--- config.mk ---
export PLATFORM = sky130hd
export DESIGN_NAME = wb_drain_ctrl
export DESIGN_NICKNAME = d
export VERILOG_FILES = /design/src/rtl/wb_drain_ctrl.sv
export SDC_FILE = /design/constraint.sdc
export NUM_CORES = 1
export LEC_CHECK = 0
export CAP_MARGIN = 30
export CORE_AREA = 3 3 433 435
export DETAILED_ROUTE_END_ITERATION = 6
export DIE_AREA = 0 0 436 438
export PLACE_DENSITY = 0.34
export SYNTH_ARGS = -nofsm -noshare
export SYNTH_HDL_FRONTEND = slang
export SYNTH_SLANG_ARGS = --single-unit
--- constraint.sdc ---
create_clock -name clk -period 1.9 [get_ports clk]
set_input_delay 0.285 -clock clk [delete_from_list [all_inputs] [get_ports clk]]
set_output_delay 0.285 -clock clk [all_outputs]
set_load 0.005 [all_outputs]
--- src/rtl/wb_drain_ctrl.sv ---
// Eviction-buffer drain controller: arbitrates the pmem port between write-backs and fill reads.
// Define WB_DRAIN_STATS_EN to build the drain/fill statistics counters.
module wb_drain_ctrl #(
    parameter int unsigned MAX_READ_STREAK = 4
) (
    input  logic         clk,
    input  logic         rst_n,
    input  logic         buf_waiting,
    input  logic         buf_full,
    input  logic [255:0] buf_line,
    input  logic [10:0]  buf_tag,
    output logic         buf_inc,
    input  logic         rd_req,
    input  logic [15:0]  rd_addr,
    output logic         rd_resp,
    output logic [255:0] rd_data,
    output logic         wb_busy,
    output logic [10:0]  wb_tag,
    output logic         pmem_read,
    output logic         pmem_write,
    output logic [15:0]  pmem_address,
    output logic [255:0] pmem_wdata,
    input  logic [255:0] pmem_rdata,
    input  logic         pmem_resp,
    output logic [15:0]  drain_count,
    output logic [15:0]  fill_count
);

    localparam int unsigned StreakW = $clog2(MAX_READ_STREAK + 1);
    localparam logic [StreakW-1:0] StreakMax = StreakW'(MAX_READ_STREAK);

    typedef enum logic [1:0] {StIdle, StRd, StWr, StPop} state_e;

    state_e               state_q, state_d;
    logic [StreakW-1:0]   streak_q, streak_d;
    logic [255:0]         wb_line_q;
    logic [10:0]          wb_tag_q;
    logic [10:0]          rd_tag_q;
    logic                 load_wb;
    logic                 load_rd;

    // Line offset bits of the fill address are never used.
    logic unused_rd_offset;
    assign unused_rd_offset = ^rd_addr[4:0];

    always_comb begin
        state_d      = state_q;
        streak_d     = streak_q;
        load_wb      = 1'b0;
        load_rd      = 1'b0;
        buf_inc      = 1'b0;
        rd_resp      = 1'b0;
        rd_data      = '0;
        wb_busy      = 1'b0;
        pmem_read    = 1'b0;
        pmem_write   = 1'b0;
        pmem_address = '0;
        pmem_wdata   = '0;
        case (state_q)
            StIdle: begin
                if (!buf_waiting) begin
                    streak_d = '0;
                end
                if (buf_waiting && (buf_full || streak_q == StreakMax || !rd_req)) begin
                    state_d  = StWr;
                    load_wb  = 1'b1;
                    streak_d = '0;
                end else if (rd_req) begin
                    state_d = StRd;
                    load_rd = 1'b1;
                    // Only reads that bypass a waiting drain count toward starvation.
                    if (buf_waiting && streak_q != StreakMax) begin
                        streak_d = streak_q + StreakW'(1);
                    end
                end
            end
            StRd: begin
                pmem_read    = 1'b1;
                pmem_address = {rd_tag_q, 5'b0};
                rd_resp      = pmem_resp;
                rd_data      = pmem_rdata;
                if (pmem_resp) begin
                    state_d = StIdle;
                end
            end
            StWr: begin
                pmem_write   = 1'b1;
                pmem_address = {wb_tag_q, 5'b0};
                pmem_wdata   = wb_line_q;
                wb_busy      = 1'b1;
                if (pmem_resp) begin
                    state_d = StPop;
                end
            end
            StPop: begin
                buf_inc = 1'b1;
                wb_busy = 1'b1;
                state_d = StIdle;
            end
            default: state_d = StIdle;
        endcase
    end

    always_ff @(posedge clk) begin
        if (!rst_n) begin
            state_q   <= StIdle;
            streak_q  <= '0;
            wb_line_q <= '0;
            wb_tag_q  <= '0;
            rd_tag_q  <= '0;
        end else begin
            state_q  <= state_d;
            streak_q <= streak_d;
            if (load_wb) begin
                wb_line_q <= buf_line;
                wb_tag_q  <= buf_tag;
            end
            if (load_rd) begin
                rd_tag_q <= rd_addr[15:5];
            end
        end
    end

    assign wb_tag = wb_tag_q;

`ifdef WB_DRAIN_STATS_EN
    logic [15:0] drain_cnt_q;
    logic [15:0] fill_cnt_q;

    always_ff @(posedge clk) begin
        if (!rst_n) begin
            drain_cnt_q <= '0;
            fill_cnt_q  <= '0;
        end else begin
            if (state_q == StPop) begin
                drain_cnt_q <= drain_cnt_q + 16'd1;
            end
            if (rd_resp) begin
                fill_cnt_q <= fill_cnt_q + 16'd1;
            end
        end
    end

    assign drain_count = drain_cnt_q;
    assign fill_count  = fill_cnt_q;
`else
    assign drain_count = 16'h0000;
    assign fill_count  = 16'h0000;
`endif

endmodule

==> results of run 1 <==
[metal layers]
layer	vias to the layer above	GRT usage (%)	wire, um
li1	8270	-	-
met1	7934	10.1	38700
met2	609	21.2	63100
met3	151	2.88	6570
met4	10	4.03	3320
met5	-	0	69
[kinds of logic (layout without fill, tap and decap cells)]
group,count (synthesis),in the layout,share of synthesized area (%)
AND/OR/NAND/NOR,1093,1093,37.3
other,1,60,0.0257
buffers and inverters,198,1387,7.70
adder cells (fa/ha/maj),7,7,0.600
flip-flops,283,283,38.8
AO/OA/AOI/OAI,306,306,15.6
[worst max-delay path, delay by kind of cell (launching register included)]
kind | cells | cell delay, ns
AND/OR/NAND/NOR | 1 | 0.16
flip-flops | 1 | 0.33
adder cells (fa/ha/maj) | 1 | 0.18
buffers and inverters | 6 | 0.99
[cell usage after synthesis]
master / n / share of area [%]
sky130_fd_sc_hd__nand2b_1: 1 / 0.043
sky130_fd_sc_hd__a21boi_1: 230 / 12
sky130_fd_sc_hd__o22ai_1: 1 / 0.043
sky130_fd_sc_hd__or2_2: 1 / 0.043
sky130_fd_sc_hd__a22oi_1: 11 / 0.57
sky130_fd_sc_hd__a2bb2oi_1: 1 / 0.060
sky130_fd_sc_hd__nor2_1: 3 / 0.077
sky130_fd_sc_hd__o21a_1: 1 / 0.051
sky130_fd_sc_hd__ha_1: 7 / 0.60
sky130_fd_sc_hd__clkbuf_2: 1 / 0.034
sky130_fd_sc_hd__nand2_1: 550 / 14
sky130_fd_sc_hd__a21boi_0: 37 / 1.9
sky130_fd_sc_hd__o2111ai_1: 1 / 0.060
sky130_fd_sc_hd__and2_1: 514 / 22
sky130_fd_sc_hd__clkbuf_1: 91 / 2.3
sky130_fd_sc_hd__o21ai_0: 14 / 0.48
sky130_fd_sc_hd__a21oi_1: 3 / 0.10
sky130_fd_sc_hd__a21oi_4: 2 / 0.22
sky130_fd_sc_hd__dfxtp_1: 283 / 39
sky130_fd_sc_hd__nor3b_1: 1 / 0.051
sky130_fd_sc_hd__nor2b_1: 11 / 0.47
sky130_fd_sc_hd__nand3_1: 12 / 0.41
sky130_fd_sc_hd__conb_1: 1 / 0.026
sky130_fd_sc_hd__buf_6: 23 / 1.8
sky130_fd_sc_hd__buf_1: 1 / 0.026
sky130_fd_sc_hd__inv_1: 5 / 0.13
sky130_fd_sc_hd__a31oi_1: 1 / 0.043
sky130_fd_sc_hd__a21o_1: 4 / 0.21
sky130_fd_sc_hd__buf_2: 33 / 1.1
sky130_fd_sc_hd__buf_4: 44 / 2.3
[registers in the layout (all words and copies together) (netlist names)]
register	flops
wb_line_q	256
streak_q	3
wb_tag	11
rd_tag_q	11
state_q	2
[cell usage in the layout (no fill, tap or decap), types with 56 or more instances in the layout]
cell                              netlist  layout
sky130_fd_sc_hd__dfxtp_1              283     281
sky130_fd_sc_hd__nand2_1              550     550
sky130_fd_sc_hd__a21boi_1             230     230
sky130_fd_sc_hd__buf_6                 23     104
sky130_fd_sc_hd__and2_1               514     421
sky130_fd_sc_hd__clkbuf_16              0      60
sky130_fd_sc_hd__buf_4                 44     108
sky130_fd_sc_hd__dlymetal6s2s_1         0     225
sky130_fd_sc_hd__clkbuf_2               1      99
sky130_fd_sc_hd__buf_12                 0      56
sky130_fd_sc_hd__buf_2                 33      58
sky130_fd_sc_hd__and2_4                 0      93
sky130_fd_sc_hd__clkdlybuf4s50_1        0     588
[cell type report]
cell class                 instances  area (sq um)  area share [%]
sequential                       283          5670            17.5
clock inverter                    18           229           0.707
inverter                           5          21.3          0.0656
clock buffer                      58          1220            3.77
antenna                           23          57.6           0.178
timing repair buffer            1306         13900            42.8
multi-input combinational       1443          8250            25.5
tap                             2464          3080            9.51
[repair_timing]
action,4_1_cts,5_1_grt
hold buffers,0,0
pin swaps,23,25
setup buffers,18,58
cloned,7,21
setup endpoints to repair,748,734
gates resized for setup,537,741
endpoints found under the hold margin,0,0
[how the worst min path moves through the flow]
stage / depth (start not counted) / end
after floorplan: 2 / rd_tag_q[0]
after global placement: 2 / wb_line_q[40]
after detailed placement: 2 / wb_line_q[57]
final: 3 / state_q[1]
after CTS: 3 / wb_line_q[38]
after global routing: 3 / wb_line_q[54]
[through the flow]
step | setup WS (ns) | TNS (ns) | util, %
floorplan | 0.128 | 0 | -
global placement | -0.419 | -112.12 | 15.9
detailed placement | -0.378 | -105.93 | 15.9
CTS | -0.822 | -359.92 | 16.9
global route | -0.735 | -298.73 | 17.7
finish | -0.615 | -219.78 | 17.7
[where the power goes]
part	leakage (nW)	internal (mW)	switching [mW]	total, mW
registers	2.31	6.87	0.557	7.43
clock network	0.709	5.16	3.22	8.38
logic	13.3	9.45	7.31	16.8
total	16.3	21.5	11.1	32.6
==> summary.md, run 1 <==
| Metric | Value |
|---|---|
| Overall die area | 191000 sq um |
| Total placed cells including tap cells | 5401 |
| Final hold slack | 0.217 ns |
| H-tree depth reported by CTS | 2 |
| Worst VDD drop | 0.466 mV |
| Count of antenna-violating nets left after detailed routing | 0 |
| Post-CTS clock slew at the launch and capture registers of the worst setup and hold paths | 0.06 ns |
| Post-route non-filler standard cell count | 5600 |
| Via/cell ratio | 3.03 |
| Number of buffers inserted during clock tree synthesis | 42 |
| Pins over their slew limit | 0 |
| Arrival time of the worst setup path | 2.23 ns |
| Worst setup slack after layout | -0.615 ns |
| Overall routed net length | 112000 um |
| Clock net sink count | 283 |
| Vias | 17000 |
| Highest clock rate | 0.398 GHz |
| Post-synthesis cell type count | 30 |
| Post-Synthesis Mean Instance Area | 7.73 sq um |
| Placement Cell Area | 29100 sq um |
| Number of nets in the final layout | 3633 |
| Initial drt markers | 543 |
| Startpoint class of the critical path | flop |
| Run status | finished with violations |
| Endpoint of the most critical register-to-register path | wb_line_q[91] |
| Power per standard cell area | 1010 nW/um^2 |
| GRT overflow | 0 |
| Cell at the root of the clock tree | sky130_fd_sc_hd__clkbuf_16 |
| Drc violations | 0 |
| Final setup vio count | 535 |
| Layout cells sized above 1 | 21.5% |
| Chip height | 438 um |
| Min-Delay Startpoint | rst_n |
| Total GRT Usage | 10.6% |
| Path class of the lowest-slack min-delay path | primary input to flop |
| Leakage power of the design | 16.3 nW |
| Maximum number of pins on one net before global-route repair | 60 |
| Hold violation total from the final report | 0 |
| Crit path kind | flop to primary output |
| Setup repair after global routing missed its margin | yes |
| Worst Reg2Reg Path Length in Cells | 10 |
| Ratio of final minimum period to clock period | 132% |
| Synthesized cell area | 14600 sq um |
| Cell with the biggest individual delay on the critical path | sky130_fd_sc_hd__dfxtp_2 |
| Post-route clock skew | 0.0254 ns |
| Warnings from Yosys | 0 |
| Origin of the worst setup path | state_q[1] |
| Worst path max stage delay | 0.33 ns |
| Sequential area share after synthesis | 38.8% |
| Time the final worst path needs with I/O delays and setup | 2.52 ns |
| Final std cell area, no fill | 32400 sq um |
| Area delta synth->final | 122% |
| Worst-path fanout max | 8 |
| Initial antenna violation count | 50 |
| Insertion delay of the later-clocked pin in the worst-skew pair | 0.57 ns |
| Failing checks | setup timing |
| Detailed-router iteration count before antenna repair | 5 |
| Fill count | 20800 |
| Buffers on Ports | 1078 |
| Count of state elements after synthesis | 283 |
| Capture point of the worst path | pmem_wdata[208] |
| Type of element capturing the critical path | primary output |
| Launch instance of the worst register-to-register path | state_q[1] |
| Rows | 157 |
| Routability congestion estimate from global placement | 0.831 |
| Count of pins on the block boundary | 1121 |
| Design Power | 32.6 mW |
| WP data required | 1.62 ns |
| HPWL after DPL | 89000 um |
| CTS tree | built |
| Detail-routed net length per standard cell | 20.0 um |
| Crit path cell chain | buf_4 > ha_4 > buf_12 > buf_12 > clkbuf_16 > buf_4 > and2_1 > dlygate4sd2_1 |
| Starting Density | 7.95% |
| Max-cap violations | 0 |
| Core outline area | 183000 sq um |
| Number of global-route vias before repair | 16800 |
| X dimension of the die | 436 um |
| Minimum setup slack among reg-to-reg paths | -0.01 ns |
| Buffers from clock root to sink, at most | 3 |
| Global-route wire length before repair | 141000 um |
| Cells after synthesis | 1888 |
Note: power is estimated with default switching activity, not from simulation.
==> run 2, diff against run 1 <==
--- a/config.mk
+++ b/config.mk
@@ -9,6 +9,7 @@
 export CORE_AREA = 3 3 433 435
 export DETAILED_ROUTE_END_ITERATION = 6
 export DIE_AREA = 0 0 436 438
+export HOLD_SLACK_MARGIN = 0.1
 export PLACE_DENSITY = 0.34
 export SYNTH_ARGS = -nofsm -noshare
 export SYNTH_HDL_FRONTEND = slang
==> results of run 2 <==
The final DEF is identical to that of run 1; final timing and power are the same.
==> run 3, diff against run 2 <==
--- a/config.mk
+++ b/config.mk
@@ -6,11 +6,11 @@
 export NUM_CORES = 1
 export LEC_CHECK = 0
 export CAP_MARGIN = 30
-export CORE_AREA = 3 3 433 435
+export CORE_AREA = 3 3 438 440
 export DETAILED_ROUTE_END_ITERATION = 6
-export DIE_AREA = 0 0 436 438
+export DIE_AREA = 0 0 441 443
 export HOLD_SLACK_MARGIN = 0.1
-export PLACE_DENSITY = 0.34
+export PLACE_DENSITY = 0.33
 export SYNTH_ARGS = -nofsm -noshare
 export SYNTH_HDL_FRONTEND = slang
 export SYNTH_SLANG_ARGS = --single-unit
==> run 3 against run 2 <==
Net effect:
- cell count grew 2.2%
- the flow still finishes with violations (setup timing)
- register-to-register slack got worse by 0.25 ns
- non-clock buffer count grew 102
- global-route usage grew 4.0 points
- sequential power is 0.5% lower
- design area increased by 6.0%
- fmax decreased by 2.7%
- worst hold slack improved by 0.0071 ns
- sequential cell count stayed put
- total power rose by 6.0%
==> summary.md, run 3 (same netlist as run 1, synthesis figures left out) <==
| Metric | Value |
|---|---|
| Area delta synth->final | 135% |
| Portion of total power attributed to sequential cells | 21.4% (-1.4 points) |
| Layout cells sized above 1 | 24.3% (+2.8 points) |
| Number of buffers inserted during clock tree synthesis | 42 (unchanged) |
| Cell with the biggest individual delay on the critical path | sky130_fd_sc_hd__dfxtp_2 |
| Power Internal | 22.0 mW (+2.4%) |
| Overall die area | 195000 sq um (+2.3%) |
| Starting Density | 7.76% (-0.19 points) |
| Post-layout util | 18.3% (+0.60 points) |
| Initial drt markers | 782 (+44%) |
| Crit path cell chain | buf_6 > ha_4 > buf_12 > buf_12 > buf_12 > buf_16 > buf_8 > buf_6 > and2_4 > buf_6 |
| Hold violation total from the final report | 0 (unchanged) |
| Max-cap violations | 0 (unchanged) |
| Total GRT Usage | 14.6% (+4.0 points) |
| Total area of multi-input combinational cells | 8330 sq um (+0.89%) |
| HPWL after DPL | 122000 um (+38%) |
| Drc violations | 0 (unchanged) |
| Leading cell types in the layout, fill and taps excluded | sky130_fd_sc_hd__clkdlybuf4s50_1 (605), sky130_fd_sc_hd__nand2_1 (550), sky130_fd_sc_hd__and2_1 (395), sky130_fd_sc_hd__dfxtp_1 (281), sky130_fd_sc_hd__a21boi_1 (230) |
| Worst setup slack after layout | -0.685 ns (-0.0701 ns) |
| Power per standard cell area | 1010 nW/um^2 (about the same) |
| GRT overflow | 0 (unchanged) |
| Seq. cell area | 5670 sq um (unchanged) |
| Cell at the root of the clock tree | sky130_fd_sc_hd__clkbuf_16 |
| Register with the highest flop count | wb_line_q |
| Max-slew headroom | 66.4% |
| Largest delay share family, worst path | buffers and inverters |
| Worst-path fanout max | 6 (-2) |
| Total placed cells including tap cells | 5507 (+2.0%) |
| Setup repair after global routing missed its margin | yes |
| Leakage power of the design | 16.0 nW (-1.9%) |
| H-tree depth reported by CTS | 2 (unchanged) |
| Via/cell ratio | 3.15 (+4.0%) |
| Rows | 159 (+1.3%) |
| Worst VDD drop | 0.522 mV (+12%) |
| Fill count | 21200 (+1.9%) |
| Post-route non-filler standard cell count | 5725 (+2.2%) |
| Type of element capturing the critical path | primary output |
| Count of antenna-violating nets left after detailed routing | 0 (unchanged) |
| Startpoint class of the critical path | flop |
| Routability congestion estimate from global placement | 0.940 (+13%) |
| Slew @ Worst Pin | 0.503 ns |
| Switching power as a share of total power | 36.3% (+2.2 points) |
| Global-route wire length before repair | 188000 um (+33%) |
| Clock network fraction of total power | 23.6% (-2.1 points) |
| Core outline area | 188000 sq um (+2.5%) |
| Ratio of final minimum period to clock period | 136% (+3.7 points) |
| Net load switching power | 12.5 mW (+13%) |
| Failing checks | setup timing |
| CP bufs+invs | 8 (+2) |
| Crit path kind | flop to primary output |
| X dimension of the die | 441 um (+1.1%) |
| Final setup vio count | 622 (+16%) |
| Detail-routed net length per standard cell | 26.7 um (+34%) |
| CTS tree | built |
| Vias | 18000 (+6.3%) |
| Arrival time of the worst setup path | 2.30 ns (+0.07 ns) |
| Run status | finished with violations |
| Chip height | 443 um (+1.1%) |
| Post-route clock skew | 0.0368 ns (+0.0114 ns) |
| Number of nets in the final layout | 3735 (+2.8%) |
| Post-route setup TNS | -263.37 ns (-43.59 ns) |
| Initial antenna violation count | 62 (+24%) |
| Buffers from clock root to sink, at most | 3 (unchanged) |
| Count of pins on the block boundary | 1121 (unchanged) |
| Number of global-route vias before repair | 17900 (+6.6%) |
| Worst path max stage delay | 0.33 ns (about the same) |
| Path class of the lowest-slack min-delay path | primary input to flop |
| Clock net sink count | 283 (unchanged) |
| Number of flip-flops under the largest register name | 256 (unchanged) |
| WP data required | 1.62 ns (about the same) |
| Buffers on Ports | 1078 (unchanged) |
| Highest clock rate | 0.387 GHz (-2.7%) |
| Insertion delay of the later-clocked pin in the worst-skew pair | 0.60 ns (+0.03 ns) |
| Pins over their slew limit | 0 (unchanged) |
| Setup slack at placement | -0.433 ns (-0.0553 ns) |
| Detailed-router iteration count before antenna repair | 5 (unchanged) |
| Most common cell after layout, fill and taps aside | sky130_fd_sc_hd__clkdlybuf4s50_1 |
| Maximum number of pins on one net before global-route repair | 78 (+30%) |
| Time the final worst path needs with I/O delays and setup | 2.59 ns (+0.0701 ns) |
| Post-CTS clock slew at the launch and capture registers of the worst setup and hold paths | 0.06 ns (about the same) |
| Overall routed net length | 153000 um (+37%) |
| Part of the power in combinational logic | 55.0% (+3.5 points) |
## run 3: final timing paths
check	startpoint	endpoint	slack (ns)	depth (start not counted)
max	state_q[0]	rd_data[137]	-0.69	10
min reg2reg	wb_line_q[47]	wb_line_q[47]	0.44	2
min	buf_line[201]	wb_line_q[201]	0.22	3
max reg2reg	state_q[0]	state_q[1]	-0.26	11
## run 3: worst reg2reg max path, delay by kind of cell, from the launching register on
kind	cells	cell delay, ns
fa+ha+maj	1	0.19
compound gates	3	0.59
simple gates	1	0.10
flops	1	0.33
buf+inv	6	0.87
## run 3: layout make-up
type                       count  area share, %
antenna                       17          0.124
sequential                   283           16.5
multi-input combinational   1443           24.2
clock buffer                  63           3.56
clock inverter                11          0.448
tap                         2495           9.09
timing repair buffer        1408           46.0
inverter                       5         0.0619
## run 3: timing repair
| action | CTS | global route |
|---|---|---|
| endpoints found under the hold margin | 4 | 0 |
| hold buffers | 1 | 0 |
| setup endpoints to repair | 722 | 814 |
| gates cloned | 15 | 16 |
| pin swaps | 20 | 31 |
| setup buffers | 43 | 62 |
| gates resized for setup | 586 | 708 |
## run 3: routing by layer
metal / global-route usage, % / part of all wire, % / up-vias
li1: - / - / 8463
met1: 14.1 / 34 / 8620
met2: 28.3 / 55 / 732
met4: 6.80 / 5.1 / 6
met5: 0 / 0.027 / -
met3: 3.68 / 6.0 / 221
## run 3: power groups by stage
stage	Combinational [mW]	Clock, mW	Sequential, mW
after floorplan	5.12	0	7.28
final	19.0	8.14	7.39
after CTS	17.5	8.64	7.39
after detailed placement	14.8	0	7.49
after global routing	20.3	8.76	7.50
after global placement	14.8	0	7.47
## run 3: metrics by stage
stage / cell area, sq um / power, mW / hold WS, ns
after floorplan: 14700 / 12.4 / 0.415
after global placement: 30700 / 22.2 / 0.436
after detailed placement: 30700 / 22.2 / 0.440
after CTS: 33100 / 33.5 / 0.133
after global routing: 34300 / 36.6 / 0.174
final: 34300 / 34.5 / 0.224
